===== config.mk =====
export PLATFORM = sky130hd
export DESIGN_NAME = health_round_ctrl
export DESIGN_NICKNAME = d
export VERILOG_FILES = /design/src/rtl/health_pkg.sv /design/src/rtl/rr_arbiter2.sv /design/src/rtl/health_round_ctrl.sv
export SDC_FILE = /design/constraint.sdc
export NUM_CORES = 1
export LEC_CHECK = 0
export BUFFER_PORTS_ARGS = -buffer_cell sky130_fd_sc_hd__buf_4
export CORE_MARGIN = 3
export CORE_UTILIZATION = 40
export DETAILED_ROUTE_END_ITERATION = 7
export HOLD_SLACK_MARGIN = 0.03
export PLACE_DENSITY = 0.7
export SETUP_SLACK_MARGIN = 0.3
export SYNTH_ARGS = -nofsm -noshare
export SYNTH_HDL_FRONTEND = slang
export SYNTH_HIERARCHICAL = 1
export SYNTH_SLANG_ARGS = --single-unit

===== constraint.sdc =====
create_clock -name clk -period 9.4 [get_ports clk]
set_clock_uncertainty 0.15 [all_clocks]
set_input_delay 0.94 -clock clk [delete_from_list [all_inputs] [get_ports clk]]
set_output_delay 0.94 -clock clk [all_outputs]
set_load 0.02 [all_outputs]

===== src/rtl/health_pkg.sv =====
// ----------------------------------------------------------------------------
// health_pkg
// Shared types and constants for the round/health controller:
//   - state_t      : round sequencing states
//   - WINNER_*     : encoding of the winner output
//   - PTR_*        : round-robin pointer encoding for the damage arbiter
//   - HEALTH_W     : width of health values
//   - sat_inc2()   : 2-bit saturating increment used for round-win counters
// ----------------------------------------------------------------------------
package health_pkg;

    localparam int HEALTH_W = 9;

    typedef enum logic [2:0] {
        ST_IDLE       = 3'd0,
        ST_FIGHT      = 3'd1,
        ST_DRAIN      = 3'd2,
        ST_KO_FLASH   = 3'd3,
        ST_ROUND_END  = 3'd4,
        ST_MATCH_OVER = 3'd5
    } state_t;

    localparam logic [1:0] WINNER_NONE = 2'b00;
    localparam logic [1:0] WINNER_L    = 2'b01;
    localparam logic [1:0] WINNER_R    = 2'b10;

    localparam logic PTR_L = 1'b0;
    localparam logic PTR_R = 1'b1;

    function automatic logic [1:0] sat_inc2(input logic [1:0] val);
        return (val == 2'd3) ? 2'd3 : val + 2'd1;
    endfunction

endpackage


===== src/rtl/rr_arbiter2.sv =====
// ----------------------------------------------------------------------------
// rr_arbiter2
// Two-requester round-robin arbiter with a registered priority pointer.
// At most one grant per cycle. A lone request is granted regardless of the
// pointer and leaves it unchanged; on contention the pointer side wins and
// the pointer flips to the other side.
// Ports:
//   clk, rst_n      : clock, asynchronous active-low reset (pointer -> left)
//   en              : grants are only issued while en is high
//   req_l, req_r    : requests from the left / right side
//   gnt_l, gnt_r    : combinational one-hot (or zero) grants
// ----------------------------------------------------------------------------
module rr_arbiter2
    import health_pkg::*;
(
    input  logic clk,
    input  logic rst_n,
    input  logic en,
    input  logic req_l,
    input  logic req_r,
    output logic gnt_l,
    output logic gnt_r
);

    logic ptr_q, ptr_d;

    always_comb begin
        // NOTE: every combinational output gets a default first so no path
        // through the block leaves a value unassigned and infers a latch.
        gnt_l = 1'b0;
        gnt_r = 1'b0;
        ptr_d = ptr_q;
        if (en) begin
            if (req_l && req_r) begin
                gnt_l = (ptr_q == PTR_L);
                gnt_r = (ptr_q == PTR_R);
                ptr_d = ~ptr_q;
            end else begin
                gnt_l = req_l;
                gnt_r = req_r;
            end
        end
    end

    // NOTE: sequential state is updated with non-blocking assignments so every
    // flop samples its input from before the clock edge.
    always_ff @(posedge clk or negedge rst_n) begin
        if (!rst_n) begin
            ptr_q <= PTR_L;
        end else begin
            ptr_q <= ptr_d;
        end
    end

endmodule


===== src/rtl/health_round_ctrl.sv =====
// ----------------------------------------------------------------------------
// health_round_ctrl
// Round/health controller feeding the status bar. Damage requests from both
// fighters share one saturating subtractor through a round-robin arbiter.
// A KO waits for the loser's animated health bar to drain to zero, then runs
// a tick-paced KO flash, counts the round win and ends the match once a
// fighter reaches ROUNDS_TO_WIN.
//
// Optional build macro ROUND_TIMER_EN adds a tick-driven round timer and the
// timer_val output; when the timer expires the healthier fighter wins the
// round (tie: no winner).
//
// Ports:
//   clk, rst_n                    : clock, asynchronous active-low reset
//   tick                          : one-cycle animation-rate pulse
//   start                         : begin round / new match (level)
//   hit_{l,r}_valid/_dmg/_ready   : damage request handshakes
//   final_health_{l,r}            : animated health from the status bar
//   curr_health_{l,r}             : registered health values
//   round_active, ko_flash        : FIGHT indicator, KO text enable
//   winner, wins_l, wins_r        : round result and win counters
//   timer_val (ROUND_TIMER_EN)    : remaining round ticks
//   match_over                    : match finished
// ----------------------------------------------------------------------------
module health_round_ctrl
    import health_pkg::*;
#(
`ifdef ROUND_TIMER_EN
    parameter int unsigned         ROUND_TICKS    = 99,
`endif
    parameter logic [HEALTH_W-1:0] MAX_HEALTH     = 9'd300,
    parameter int unsigned         KO_FLASH_TICKS = 6,
    parameter int unsigned         ROUNDS_TO_WIN  = 2
) (
    input  logic                clk,
    input  logic                rst_n,
    input  logic                tick,
    input  logic                start,
    input  logic                hit_l_valid,
    input  logic [7:0]          hit_l_dmg,
    output logic                hit_l_ready,
    input  logic                hit_r_valid,
    input  logic [7:0]          hit_r_dmg,
    output logic                hit_r_ready,
    input  logic [HEALTH_W-1:0] final_health_l,
    input  logic [HEALTH_W-1:0] final_health_r,
    output logic [HEALTH_W-1:0] curr_health_l,
    output logic [HEALTH_W-1:0] curr_health_r,
    output logic                round_active,
    output logic                ko_flash,
    output logic [1:0]          winner,
    output logic [1:0]          wins_l,
    output logic [1:0]          wins_r,
`ifdef ROUND_TIMER_EN
    output logic [6:0]          timer_val,
`endif
    output logic                match_over
);

    localparam int FLASH_W = $clog2(KO_FLASH_TICKS + 1);
    localparam logic [FLASH_W-1:0] FLASH_LAST = FLASH_W'(KO_FLASH_TICKS - 1);
    localparam logic [1:0] WINS_NEEDED = 2'(ROUNDS_TO_WIN);

    state_t               state_q, state_d;
    logic [HEALTH_W-1:0]  health_l_q, health_l_d;
    logic [HEALTH_W-1:0]  health_r_q, health_r_d;
    logic [1:0]           winner_q, winner_d;
    logic [1:0]           wins_l_q, wins_l_d;
    logic [1:0]           wins_r_q, wins_r_d;
    logic                 ko_flash_q, ko_flash_d;
    logic [FLASH_W-1:0]   flash_cnt_q, flash_cnt_d;
    // High only in the first cycle of ROUND_END, when the win is counted.
    logic                 end_entry_q, end_entry_d;
    logic                 go_fight;

`ifdef ROUND_TIMER_EN
    localparam logic [6:0] TIMER_INIT = 7'(ROUND_TICKS);
    logic [6:0] timer_q, timer_d;
`endif

    logic gnt_l, gnt_r;

    rr_arbiter2 u_arb (
        .clk   (clk),
        .rst_n (rst_n),
        .en    (state_q == ST_FIGHT),
        .req_l (hit_l_valid),
        .req_r (hit_r_valid),
        .gnt_l (gnt_l),
        .gnt_r (gnt_r)
    );

    // Single shared saturating subtractor, operands steered by the grant.
    logic [HEALTH_W-1:0] sub_a, sub_b, sub_res;
    assign sub_a   = gnt_r ? health_r_q : health_l_q;
    assign sub_b   = {1'b0, (gnt_r ? hit_r_dmg : hit_l_dmg)};
    assign sub_res = (sub_a > sub_b) ? (sub_a - sub_b) : '0;

    always_comb begin
        state_d     = state_q;
        health_l_d  = health_l_q;
        health_r_d  = health_r_q;
        winner_d    = winner_q;
        wins_l_d    = wins_l_q;
        wins_r_d    = wins_r_q;
        ko_flash_d  = ko_flash_q;
        flash_cnt_d = flash_cnt_q;
        end_entry_d = 1'b0;
        go_fight    = 1'b0;
`ifdef ROUND_TIMER_EN
        timer_d     = timer_q;
`endif

        case (state_q)
            ST_IDLE: begin
                go_fight = start;
            end

            ST_FIGHT: begin
                if (gnt_l) begin
                    health_l_d = sub_res;
                    if (sub_res == '0) begin
                        state_d  = ST_DRAIN;
                        winner_d = WINNER_R;
                    end
                end else if (gnt_r) begin
                    health_r_d = sub_res;
                    if (sub_res == '0) begin
                        state_d  = ST_DRAIN;
                        winner_d = WINNER_L;
                    end
                end
`ifdef ROUND_TIMER_EN
                // A KO in the same cycle already moved state_d to DRAIN and
                // takes priority over timer expiry.
                if (tick && (state_d == ST_FIGHT)) begin
                    timer_d = timer_q - 7'd1;
                    if (timer_q <= 7'd1) begin
                        timer_d     = '0;
                        state_d     = ST_KO_FLASH;
                        ko_flash_d  = 1'b1;
                        flash_cnt_d = '0;
                        if (health_l_d > health_r_d)      winner_d = WINNER_L;
                        else if (health_r_d > health_l_d) winner_d = WINNER_R;
                        else                              winner_d = WINNER_NONE;
                    end
                end
`endif
            end

            ST_DRAIN: begin
                // Wait for the loser's animated bar, not the registered value.
                if (((winner_q == WINNER_L) ? final_health_r : final_health_l) == '0) begin
                    state_d     = ST_KO_FLASH;
                    ko_flash_d  = 1'b1;
                    flash_cnt_d = '0;
                end
            end

            ST_KO_FLASH: begin
                if (tick) begin
                    if (flash_cnt_q == FLASH_LAST) begin
                        state_d     = ST_ROUND_END;
                        ko_flash_d  = 1'b0;
                        end_entry_d = 1'b1;
                    end else begin
                        flash_cnt_d = flash_cnt_q + 1'b1;
                        ko_flash_d  = ~ko_flash_q;
                    end
                end
            end

            ST_ROUND_END: begin
                if (end_entry_q) begin
                    if (winner_q == WINNER_L) wins_l_d = sat_inc2(wins_l_q);
                    if (winner_q == WINNER_R) wins_r_d = sat_inc2(wins_r_q);
                    if (((winner_q == WINNER_L) && (wins_l_d == WINS_NEEDED)) ||
                        ((winner_q == WINNER_R) && (wins_r_d == WINS_NEEDED))) begin
                        state_d = ST_MATCH_OVER;
                    end else begin
                        go_fight = start;
                    end
                end else begin
                    go_fight = start;
                end
            end

            ST_MATCH_OVER: begin
                if (start) begin
                    wins_l_d = '0;
                    wins_r_d = '0;
                    go_fight = 1'b1;
                end
            end

            default: state_d = ST_IDLE;
        endcase

        if (go_fight) begin
            state_d    = ST_FIGHT;
            health_l_d = MAX_HEALTH;
            health_r_d = MAX_HEALTH;
            winner_d   = WINNER_NONE;
`ifdef ROUND_TIMER_EN
            timer_d    = TIMER_INIT;
`endif
        end
    end

    always_ff @(posedge clk or negedge rst_n) begin
        if (!rst_n) begin
            state_q     <= ST_IDLE;
            health_l_q  <= MAX_HEALTH;
            health_r_q  <= MAX_HEALTH;
            winner_q    <= WINNER_NONE;
            wins_l_q    <= '0;
            wins_r_q    <= '0;
            ko_flash_q  <= 1'b0;
            flash_cnt_q <= '0;
            end_entry_q <= 1'b0;
        end else begin
            state_q     <= state_d;
            health_l_q  <= health_l_d;
            health_r_q  <= health_r_d;
            winner_q    <= winner_d;
            wins_l_q    <= wins_l_d;
            wins_r_q    <= wins_r_d;
            ko_flash_q  <= ko_flash_d;
            flash_cnt_q <= flash_cnt_d;
            end_entry_q <= end_entry_d;
        end
    end

`ifdef ROUND_TIMER_EN
    always_ff @(posedge clk or negedge rst_n) begin
        if (!rst_n) begin
            timer_q <= TIMER_INIT;
        end else begin
            timer_q <= timer_d;
        end
    end
    assign timer_val = timer_q;
`endif

    assign hit_l_ready   = gnt_l;
    assign hit_r_ready   = gnt_r;
    assign curr_health_l = health_l_q;
    assign curr_health_r = health_r_q;
    assign round_active  = (state_q == ST_FIGHT);
    assign match_over    = (state_q == ST_MATCH_OVER);
    assign ko_flash      = ko_flash_q;
    assign winner        = winner_q;
    assign wins_l        = wins_l_q;
    assign wins_r        = wins_r_q;

endmodule

# --- Word-level counts from Yosys, hierarchy flattened ---
# Cells that the tools add are included.
totals:
  register_bits: 33
  latch_bits: 0
  mem_bits_rw: 0
  mem_bits_ro: 0
  inputBits: 40
  output_inout_bits: 29
  word_cells: 124
  memories: 0
op_classes:
  n_addsub: 4
  multipliers: 0
  div_mod_pow: 0
  order_cmp: 1
  n_eq_ne: 25
  shift: 0
  mux: 59
  bitwise_logic: 2
  reduce_logical: 23
ops:
  columns: ["op", "n"]
  rows:
  - ["9-bit two-way mux", 10]
  - ["3-bit two-way mux", 12]
  - ["2-bit two-way mux", 17]
  - ["9-bit zero test", 2]
  - ["3-bit inequality test (second input constant)", 5]
  - ["3-bit case mux with 5 select lines", 1]
  - ["1-bit two-way mux", 13]
  - ["3-bit AND reduction", 4]
  - ["2-bit nonzero test", 6]
  - ["2-bit == test (second input constant)", 5]
  - ["2-bit inequality test (second input constant)", 5]
  - ["3-bit == test (second input constant)", 3]
  - ["9-bit by 8-bit > comparator with 1-bit output", 1]
  - ["9-bit by 8-bit subtractor with 9-bit output", 1]
  - ["8-bit two-way mux", 1]
  - ["2-bit case mux with 2 select lines", 2]
  - ["7-bit AND reduction", 1]
  - ["3-bit by 2-bit == test with 1-bit output (second input constant)", 2]
  - ["3-bit case mux with 2 select lines", 1]
  - ["2-bit by 1-bit adder with 2-bit output (second input constant)", 2]
  - ["2-bit by 1-bit inequality test with 1-bit output (second input constant)", 2]
  - ["4-bit by 2-bit inequality test with 1-bit output (second input constant)", 1]
  - ["2-bit AND reduction", 2]
  - ["4-bit AND reduction", 1]
  - ["11 further kinds", 14]

# --- Logic depth before layout (Yosys ltp) ---
# Gate-level depths: netlist of run 1.
depth:
  word_depth: 13
  ltp_mapped: 17
  depth_no_buf: 15

# --- Cells and area by module ---
# Netlist of run 1, hierarchy kept.
modules_own_cells:
  columns: ["mod", "n_inst", "cells_each", "area_per_inst_um2", "seq_area_each_um2"]
  rows:
  - ["health_round_ctrl", 1, 241, 2209.6, 810.8]
  - ["rr_arbiter2", 1, 8, 60.1, 25.0]

# --- Worst setup path after synthesis of run 1 ---
# No wires, ideal clock.
synth_timing:
  path_kind: "reg-to-reg"
  start: "reg state_q[0]"
  end: "reg winner_q[1] (netlist: winner[1])"
  setup_ns: 0.125
  arrival_time_ns: 4.431
  required_time_ns: 9.125
  slack_ns: 4.694
  path_stages_with_launch: 18
  n_path_buf: 2
  period_less_slack_ns: 4.706
  cell_sequence: "dfrtp_1 clkinv_1 nor3_2 nand2_1 a21oi_1 buf_6 clkbuf_1 mux2i_1 ha_1 inv_1 fa_1 a211oi_1 o21bai_1 a21oi_1 xnor2_1 o32ai_2 nand3_2 mux2i_1"
synth_via:
  elab_chain_cells: 8
  elab_cells_between_ends: 20
  cone_classes: "add/sub (1); order compare (1); eq/ne (3); mux (9); reduce/logical (6)"
synth_rtl:
  columns: ["item", "line_no", "text"]
  rows:
  - ["start, declared", "health_round_ctrl.sv:64", "state_t state_q, state_d;"]
  - ["start signal, assigned", "health_round_ctrl.sv:222", "state_q <= state_d;"]
  - ["3-bit by 1-bit == test with 1-bit output (*)", null, null]
  - ["named net round_active", "health_round_ctrl.sv:49", "output logic round_active,"]
  - ["1-bit two-way mux (*)", "rr_arbiter2.sv:33", "if (en) begin"]
  - ["named net hit_r_ready", "health_round_ctrl.sv:44", "output logic hit_r_ready,"]
  - ["9-bit two-way mux / 8-bit two-way mux (equally long branches)", "health_round_ctrl.sv:95, health_round_ctrl.sv:96", null]
  - ["9-bit by 8-bit subtractor with 9-bit output / 9-bit by 8-bit > comparator with 1-bit output (equally long branches)", "health_round_ctrl.sv:97", "assign sub_res = (sub_a > sub_b) ? (sub_a - sub_b) : '0;"]
  - ["9-bit two-way mux", "health_round_ctrl.sv:97", null]
  - ["9-bit zero test", "health_round_ctrl.sv:122, health_round_ctrl.sv:128", null]
  - ["2-bit nonzero test (no source line)", null, null]
  - ["3-bit AND reduction (no source line) (*)", null, null]
  - ["end signal, assigned", "health_round_ctrl.sv:225", "winner_q <= winner_d;"]
  - ["end, declared", "health_round_ctrl.sv:67", "logic [1:0] winner_q, winner_d;"]
# The timed path passes the listed nets; every way through them passes the cells marked *. The select of a mux whose other input is x is not followed.
# A chain may end at the register's enable or synchronous reset.

# --- Final worst setup path of run 1 ---
layout_timing:
  start: "reg state_q[0]"
  end: "reg winner_q[0] (netlist: winner[0])"
layout_via:
  elab_chain_cells: 8
  elab_cells_between_ends: 20
  cone_classes: "add/sub (1); order compare (1); eq/ne (3); mux (9); reduce/logical (6)"
layout_rtl:
  columns: ["item", "line_no"]
  rows:
  - ["3-bit by 1-bit == test with 1-bit output", "health_round_ctrl.sv:86, health_round_ctrl.sv:114"]
  - ["1-bit two-way mux", "rr_arbiter2.sv:33"]
  - ["9-bit two-way mux / 8-bit two-way mux (equally long branches)", "health_round_ctrl.sv:95, health_round_ctrl.sv:96"]
  - ["9-bit by 8-bit subtractor with 9-bit output / 9-bit by 8-bit > comparator with 1-bit output (equally long branches)", "health_round_ctrl.sv:97"]
  - ["9-bit two-way mux", "health_round_ctrl.sv:97"]
  - ["9-bit zero test", "health_round_ctrl.sv:122, health_round_ctrl.sv:128"]
  - ["2-bit nonzero test (no source line)", null]
  - ["3-bit AND reduction (no source line)", null]
# Parallel ways exist; a longest one is shown, timed or not. The select of a mux whose other input is x is not followed.

==> metrics.txt, run 1 <==
result of the run finished clean; mean instance size in the synthesized netlist ~9.1 sq um; kind of start point of the critical path flop; time the worst path needs with I/O delays and setup 4.86 ns; number of sinks on the clock net 33; placeable core region 5300 sq um; Hold Crit Depth 2; Vias between 2000 and 2500; remaining antenna violation count after routing 0; number of buffers created by CTS 5; x dimension of the die a little over 80 um; clock transition time at the flip-flop clock pins of the worst setup and hold paths 0.06 ns; Congestion Overflow GR 0; net count after synthesis 300; Peak Freq between 200 and 250 MHz; CTS tree built; Fin Setup TNS 0 ns; number of placement rows 26; worst reg-to-reg path cell count 16; filler cell count in the final layout ~510; launch instance of the worst min-delay path curr_health_r[5]; required time at the worst-slack endpoint 9.42 ns; final non-filler cell total between 300 and 400; number of H-tree branching levels 2; VDD IR max ~0.00015 V; Int Power approximately 500 uW; placed cells between 300 and 400; post-synthesis cell type count 51; Power Density around 320 nW/um^2; Inserted Diodes 0; total placed instance area ~2900 sq um; layout cell share with drive strength beyond 1 between 30 and 40%; clock tree root driver cell sky130_fd_sc_hd__clkbuf_8; post-route cell area roughly 2900 sq um; fraction of power consumed by the clock network between 10 and 15%; final hold violations 0; Worst Path Max Fanout 20; synthesized instance count about 250; detailed-routing iteration count for the pre-antenna-repair pass 4; first-pass GRT wire length between 9 and 10 mm; sequential share of power approximately a quarter; number of max-cap violations 0; max-slew violation count 0; register bit total from synthesis 33; Gate power share between 60% and 70%; GP Congestion 0.947; detailed placer's ending HPWL approximately 4.6 mm; worst reg-to-reg setup slack 4.54 ns; portion of the post-synthesis area used by sequential elements 36.8%; DR DRC count 0; Switching Share 47.9%; Max Root-Sink Buffers 2; GRT Util Overall a little under a fifth; Reg-to-Reg End winner[0]; sw power ~450 uW; capturing element type of the critical path flop; I/O pin count a little under 70; effective utilization at floorplan ~43%; actual slew at the worst max-slew pin just over 0.7 ns; data arrival time of the critical path ~4.9 ns; initial detailed-routing violation count ~120; Vert. Die Dim 81.3 um; area growth from synthesis to final layout 29.3%; Area contributors post-synth sky130_fd_sc_hd__dfrtp_1 28%, sky130_fd_sc_hd__dfstp_2 9.3%, sky130_fd_sc_hd__mux2i_1 6.2%; CTS Hold Bufs 0; buffers inserted during post-CTS setup optimization 0; endpoints failing setup 0; worst hold slack after final layout 0.358 ns; most area-hungry cell type in the Yosys netlist sky130_fd_sc_hd__dfrtp_1; net count of the finished layout 370; post-route core utilization 55.4%; largest net degree at the start of global routing 34; number of global-route vias before repair 2044; post-synth design cell area ~2300 sq um; number of cells upsized or downsized after cts 0; clock latency on the worst-skew pair around 0.29 ns; headroom to the max-slew limit 51.2%; Hold Crit Endpoint curr_health_r[5]; leakage power of the design 0.00137 uW; unrepaired setup endpoints after global routing false; wire length per cell after detailed routing between 15 and 20 um; Critical R2R Launch state_q[0]; number of synthesis warnings 6; routed wire length just under 6 mm; area share of the leading cell type in the synthesized netlist ~28%; total die area 6610 sq um; post-route fraction of the period consumed by the critical path 51.7%; critical path class reg2reg; # port buffers 68; DR vias/cell between 5 and 6; hold crit path type reg2reg; initial antenna violation count 0
-- layout by cell type, fill, tap and decap left out, types with 6 or more instances in the layout --
| cell | n |
|---|---|
| sky130_fd_sc_hd__inv_1 | 6 |
| sky130_fd_sc_hd__nand3_1 | 11 |
| sky130_fd_sc_hd__dfrtp_1 | 25 |
| sky130_fd_sc_hd__buf_4 | 70 |
| sky130_fd_sc_hd__dfstp_2 | 8 |
| sky130_fd_sc_hd__ha_1 | 10 |
| sky130_fd_sc_hd__a21oi_1 | 22 |
| sky130_fd_sc_hd__nand2_1 | 36 |
| sky130_fd_sc_hd__mux2_2 | 9 |
| sky130_fd_sc_hd__o211ai_1 | 8 |
| sky130_fd_sc_hd__xnor2_1 | 6 |
| sky130_fd_sc_hd__mux2i_1 | 14 |
| sky130_fd_sc_hd__o21ai_0 | 12 |
| sky130_fd_sc_hd__nor2_1 | 16 |
-- critical path, stage by stage (launching register included) --
cell                       delay (ns)
sky130_fd_sc_hd__dfrtp_1         0.55
sky130_fd_sc_hd__clkinv_1        0.34
sky130_fd_sc_hd__nor3_2          0.68
sky130_fd_sc_hd__nand2_1         0.13
sky130_fd_sc_hd__a21oi_2         0.13
sky130_fd_sc_hd__buf_4           0.30
sky130_fd_sc_hd__mux2i_1         0.32
sky130_fd_sc_hd__ha_1            0.20
sky130_fd_sc_hd__inv_1           0.05
sky130_fd_sc_hd__fa_1            0.40
sky130_fd_sc_hd__a211oi_1        0.29
sky130_fd_sc_hd__nor2_1          0.13
sky130_fd_sc_hd__a31oi_1         0.26
sky130_fd_sc_hd__xor2_1          0.13
sky130_fd_sc_hd__o21ai_0         0.34
sky130_fd_sc_hd__nand3_2         0.18
sky130_fd_sc_hd__mux2i_1         0.17
-- sequential cells by signal, summed over array words and instances, names as in the netlist --
signal         cells
wins_r             2
state_q            3
ko_flash           1
flash_cnt_q        3
curr_health_l      9
wins_l             2
curr_health_r      9
winner             2
u_arb/ptr_q        1
end_entry_q        1
-- per-stage QoR --
step | setup WS, ns | power [uW]
floorplan | 4.69 | 659
global placement | 4.85 | 826
detailed placement | 4.70 | 832
CTS | 4.61 | 942
global route | 4.20 | 1020
finish | 4.54 | 943
-- layer usage --
metal / GRT usage [%] / part of all wire, % / up-vias
li1: - / - / 1051
met5: 0 / 0 / -
met4: 5.91 / 1.9 / 0
met1: 27.6 / 49 / 972
met3: 5.43 / 4.9 / 10
met2: 26.8 / 44 / 50
-- kinds of logic after synthesis --
kind of cell / count (synthesis) / synth area share [%]
AOI/OAI and AO/OA: 72 / 21.7
xor gates and xnor gates: 8 / 3.09
adders and majority gates: 11 / 6.39
buffers and inverters: 14 / 2.65
DFF: 33 / 36.8
muxes: 23 / 10.6
and+or+nand+nor: 88 / 18.7
-- power by group through the flow --
stage / registers [uW] / clock network, uW / logic (uW)
floorplan: 277 / 0 / 382
global placement: 247 / 0 / 579
detailed placement: 249 / 0 / 583
CTS: 247 / 106 / 589
global route: 253 / 114 / 655
finish: 248 / 103 / 592
-- synth_stat cells (all sizes together) --
cell and number:
a211o 1, a211oi 4, a21bo 1, a21o 2, a21oi 24, a22o 1
a31oi 3, and2 2, and3 2, buf 1, clkbuf 6, clkinv 1
dfrtp 25, dfstp 8, fa 1, ha 10, inv 6, mux2 9
mux2i 14, nand2 36, nand2b 4, nand3 12, nand3b 1, nand4 2
nor2 16, nor2b 3, nor3 4, nor4 2, nor4b 1, o211a 1
o211ai 9, o21a 3, o21ai 13, o21bai 1, o22ai 1, o31a 1
o31ai 3, o32ai 1, o41ai 3, or3 1, or4 2, xnor2 6
xor2 2
-- how the worst max path moves through the flow --
stage / start / endpoint / slack [ns] / cells past startpoint
after floorplan: state_q[0] / winner[1] / 4.69 / 17
after global placement: state_q[0] / winner[1] / 4.85 / 16
after detailed placement: state_q[0] / winner[1] / 4.70 / 16
after CTS: state_q[0] / winner[0] / 4.61 / 16
after global routing: state_q[0] / winner[0] / 4.20 / 16
final: state_q[0] / winner[0] / 4.54 / 16
-- cell type report --
cell class / count / area, sq um / share of cell area, %
Clock buffer: 6 / 72.6 / 2.47
Multi-Input combinational cell: 202 / 1380 / 46.9
Tap cell: 70 / 87.6 / 2.98
Timing Repair Buffer: 70 / 526 / 17.9
Sequential cell: 33 / 836 / 28.5
Clock inverter: 2 / 10.0 / 0.341
Inverter: 7 / 26.3 / 0.895
No activity file was read; power rests on OpenSTA's default activity.
==> run 2: changes to the inputs <==
--- a/config.mk
+++ b/config.mk
@@ -5,12 +5,13 @@
 export SDC_FILE = /design/constraint.sdc
 export NUM_CORES = 1
 export LEC_CHECK = 0
+export ABC_AREA = 1
 export BUFFER_PORTS_ARGS = -buffer_cell sky130_fd_sc_hd__buf_4
 export CORE_MARGIN = 3
 export CORE_UTILIZATION = 40
 export DETAILED_ROUTE_END_ITERATION = 7
 export HOLD_SLACK_MARGIN = 0.03
-export PLACE_DENSITY = 0.7
+export PLACE_DENSITY = 0.72
 export SETUP_SLACK_MARGIN = 0.3
 export SYNTH_ARGS = -nofsm -noshare
 export SYNTH_HDL_FRONTEND = slang
==> constraint.sdc (replaced) <==
create_clock -name clk -period 4.24 [get_ports clk]
set_clock_uncertainty 0.15 [all_clocks]
set_input_delay 0.424 -clock clk [delete_from_list [all_inputs] [get_ports clk]]
set_output_delay 0.424 -clock clk [all_outputs]
set_load 0.02 [all_outputs]
==> run 2 against run 1 <==
Final cell count increased by 26%. Critical endpoint is now state_q[1]. Register-to-register slack lost 3.8 ns. Largest cell class unchanged. First-iteration DRC count increased by 15%. Area after synthesis up 6.5%. Die area increased by 6.0%. Maximum frequency increased by 41%. Hold slack worse by 0.082 ns. Setup slack worse by 3.8 ns. Combinational power rose to 2.5 times the previous value. Sequential power grew 130%. Non-clock buffer count increased by 1. Sequential cell count is the same.
==> metrics.txt, run 2 <==
result of the run finished clean; number of H-tree branching levels 2; sequential share of power around 25%; number of max-cap violations 0; synthesized instance count roughly 350; critical path class reg2reg; detailed placer's ending HPWL about 5 mm; remaining antenna violation count after routing 0; GRT Util Overall 18.0%; Int Power about 1100 uW; x dimension of the die approximately 84 um; net count after synthesis approximately 400; DR DRC count 0; worst reg-to-reg setup slack roughly 0.78 ns; post-synthesis cell type count 36; Reg-to-Reg End state_q[1]; post-synth design cell area approximately 2400 sq um; most used flip-flop cell after synthesis sky130_fd_sc_hd__dfrtp_1; GP Congestion approximately 0.85; capturing element type of the critical path flop; portion of the post-synthesis area used by sequential elements roughly 35%; # port buffers 68; Inserted Diodes 0; max-slew violation count 0; wire length per cell after detailed routing ~13 um; area share of the leading cell type in the synthesized netlist about a quarter; number of global-route vias before repair ~2400; DR vias/cell approximately 4.9; post-route fraction of the period consumed by the critical path 81.5%; hold crit path type in2reg; clock transition time at the flip-flop clock pins of the worst setup and hold paths 0.06 ns; number of cells upsized or downsized after cts 0; initial antenna violation count 0; worst hold slack after final layout 0.276 ns; Switching Share between 50% and 60%; first-pass GRT wire length around 11 mm; total die area 7010 sq um; Worst Path Max Fanout 27; Area contributors post-synth sky130_fd_sc_hd__dfrtp_1 26%, sky130_fd_sc_hd__nand2_1 17%, sky130_fd_sc_hd__dfstp_2 8.7%; required time at the worst-slack endpoint between 4 and 5 ns; number of placement rows 27; routed wire length approximately 6.2 mm; cell at the slowest stage of the critical path sky130_fd_sc_hd__fa_1; filler cell count in the final layout between 500 and 600; most used cells in the layout excluding fill and tap cells 107 x sky130_fd_sc_hd__nand2_1, 70 x sky130_fd_sc_hd__buf_4, 40 x sky130_fd_sc_hd__inv_1; timing endpoint of the critical path state_q[1]; unrepaired setup endpoints after global routing false; clock latency on the worst-skew pair around 0.28 ns; fraction of synthesis flops using an asynchronous set or reset pin 100%; Fin Setup TNS 0 ns; time the worst path needs with I/O delays and setup roughly 3.5 ns; first element of the critical path state_q[1]; placeable core region 5680 sq um; mean instance size in the synthesized netlist approximately 7 sq um; most frequent cell after synthesis sky130_fd_sc_hd__nand2_1; Max Root-Sink Buffers 2; worst reg-to-reg path cell count 22; number of sinks on the clock net 33; CTS tree built; most repeated library cell on the critical path sky130_fd_sc_hd__nand2_1; cells along the critical path inv_1, nand2_1, nor2_2, nand2_1, a21oi_2, buf_4, mux2i_1, ha_1, inv_1, fa_1, nand3_1, nand2_1, nand2_1, nand3_1, nand2_1, inv_1, o21ai_0, nand3_1, nand2_2, nand2_2, nand2_1, nand2_1; most common cell after layout, fill and taps aside sky130_fd_sc_hd__nand2_1; EDFF count, synth 0; number of synthesis warnings 6; Vert. Die Dim around 84 um; Worst path max stage delay a little over 0.4 ns; initial detailed-routing violation count between 100 and 150; Power Density about 740 nW/um^2; kind of start point of the critical path flop; most area-hungry cell type in the Yosys netlist sky130_fd_sc_hd__dfrtp_1; Peak Freq roughly 290 MHz; register bit total from synthesis 33; largest net degree at the start of global routing 34; clock tree root driver cell sky130_fd_sc_hd__clkbuf_8; area growth from synthesis to final layout 27.8%; layout cell share with drive strength beyond 1 25.6%; net count of the finished layout 468; Gate power share approximately 65%; total placed instance area around 3000 sq um; headroom to the max-slew limit 55.4%; effective utilization at floorplan 42.6%; buffers inserted during post-CTS setup optimization 0; Vias 2400; actual slew at the worst max-slew pin between 0.6 and 0.7 ns; most numerous cell types in the synthesized netlist 107 x sky130_fd_sc_hd__nand2_1, 40 x sky130_fd_sc_hd__inv_1, 29 x sky130_fd_sc_hd__nand3_1, 25 x sky130_fd_sc_hd__dfrtp_1, 24 x sky130_fd_sc_hd__nor2_1; area taken by flip-flops and latches 836 sq um; area of combinational cells with multiple inputs roughly 1400 sq um; launch instance of the worst min-delay path hit_r_valid; detailed-routing iteration count for the pre-antenna-repair pass 4; I/O pin count 69; Critical R2R Launch state_q[1]; sw power 1150 uW; data arrival time of the critical path between 3 and 4 ns; dpl ws 0.803 ns; number of buffers created by CTS 5; Congestion Overflow GR 0; VDD IR max around 0.00032 V; final hold violations 0; post-route cell area 3090 sq um; fraction of power consumed by the clock network under 10%; leakage power of the design roughly 0.0016 uW; final critical-path setup slack between 0.7 and 0.8 ns; endpoints failing setup 0
[run 2: changes by cell type after synthesis, sizes merged, moves of 6 or more]
cell,before,now
nand2,36,114
mux2i,14,8
a21oi,24,15
o21ai,13,21
o211ai,9,0
mux2,9,0
nor2,16,28
inv,6,44
nand3,12,30
[run 2: layout make-up]
cell class / instances / share of cell area (%)
inverter: 45 / 5.59
clock inverter: 2 / 0.324
clock buffer: 6 / 2.35
sequential: 33 / 27.1
multi-input combinational: 261 / 44.4
timing repair buffer: 71 / 17.3
tap: 72 / 2.92
[run 2: worst min path at each step]
stage                                  end  slack (ns)  depth (start not counted)
after detailed placement  curr_health_l[0]        0.24                          1
after global placement    curr_health_r[4]        0.24                          1
final                          u_arb/ptr_q        0.28                          3
after global routing           u_arb/ptr_q        0.28                          3
after floorplan           curr_health_l[0]       -0.02                          0
after CTS                      u_arb/ptr_q        0.27                          3
[run 2: power by group through the flow]
| stage | Clock, uW | Sequential [uW] | Combinational (uW) |
|---|---|---|---|
| floorplan | 0 | 661 | 955 |
| finish | 224 | 569 | 1490 |
| CTS | 230 | 568 | 1490 |
| global route | 248 | 589 | 1670 |
| global placement | 0 | 570 | 1460 |
| detailed placement | 0 | 573 | 1480 |
[run 2: cells by family after synthesis]
kind of cell               share of synthesized area [%]
muxes                                               3.31
and+or+nand+nor                                     36.1
xor gates and xnor gates                           0.725
DFF                                                 34.6
adders and majority gates                           6.00
AOI/OAI and AO/OA                                   10.5
buffers and inverters                               8.80
[run 2: layer usage]
layer,GRT usage (%),part of all wire (%),vias up
li1,-,-,1269
met1,24.2,48,1077
met2,30.0,46,50
met3,3.65,4.5,4
met4,3.51,0.81,0
met5,0,0,-
[run 2: through the flow]
step,power (uW),utilization [%],std cells
3_5_place_dp,2050,52.8,481
4_1_cts,2290,54.4,490
3_3_place_gp,2030,52.8,481
5_1_grt,2500,54.4,490
2_1_floorplan,1620,-,345
6_report,2280,54.4,490
[run 2: timing repair]
item	4_1_cts	5_1_grt
setup endpoints to repair	0	0
endpoints found under the hold margin	25	0
hold buffers	1	0
[run 2: critical path: cells and delay by family, from the launching register on]
kind / cells / cell delay [ns]
muxes: 1 / 0.28
DFF: 1 / 0.40
buffers and inverters: 4 / 0.52
and+or+nand+nor: 13 / 1.20
adders and majority gates: 2 / 0.59
AOI/OAI and AO/OA: 2 / 0.22
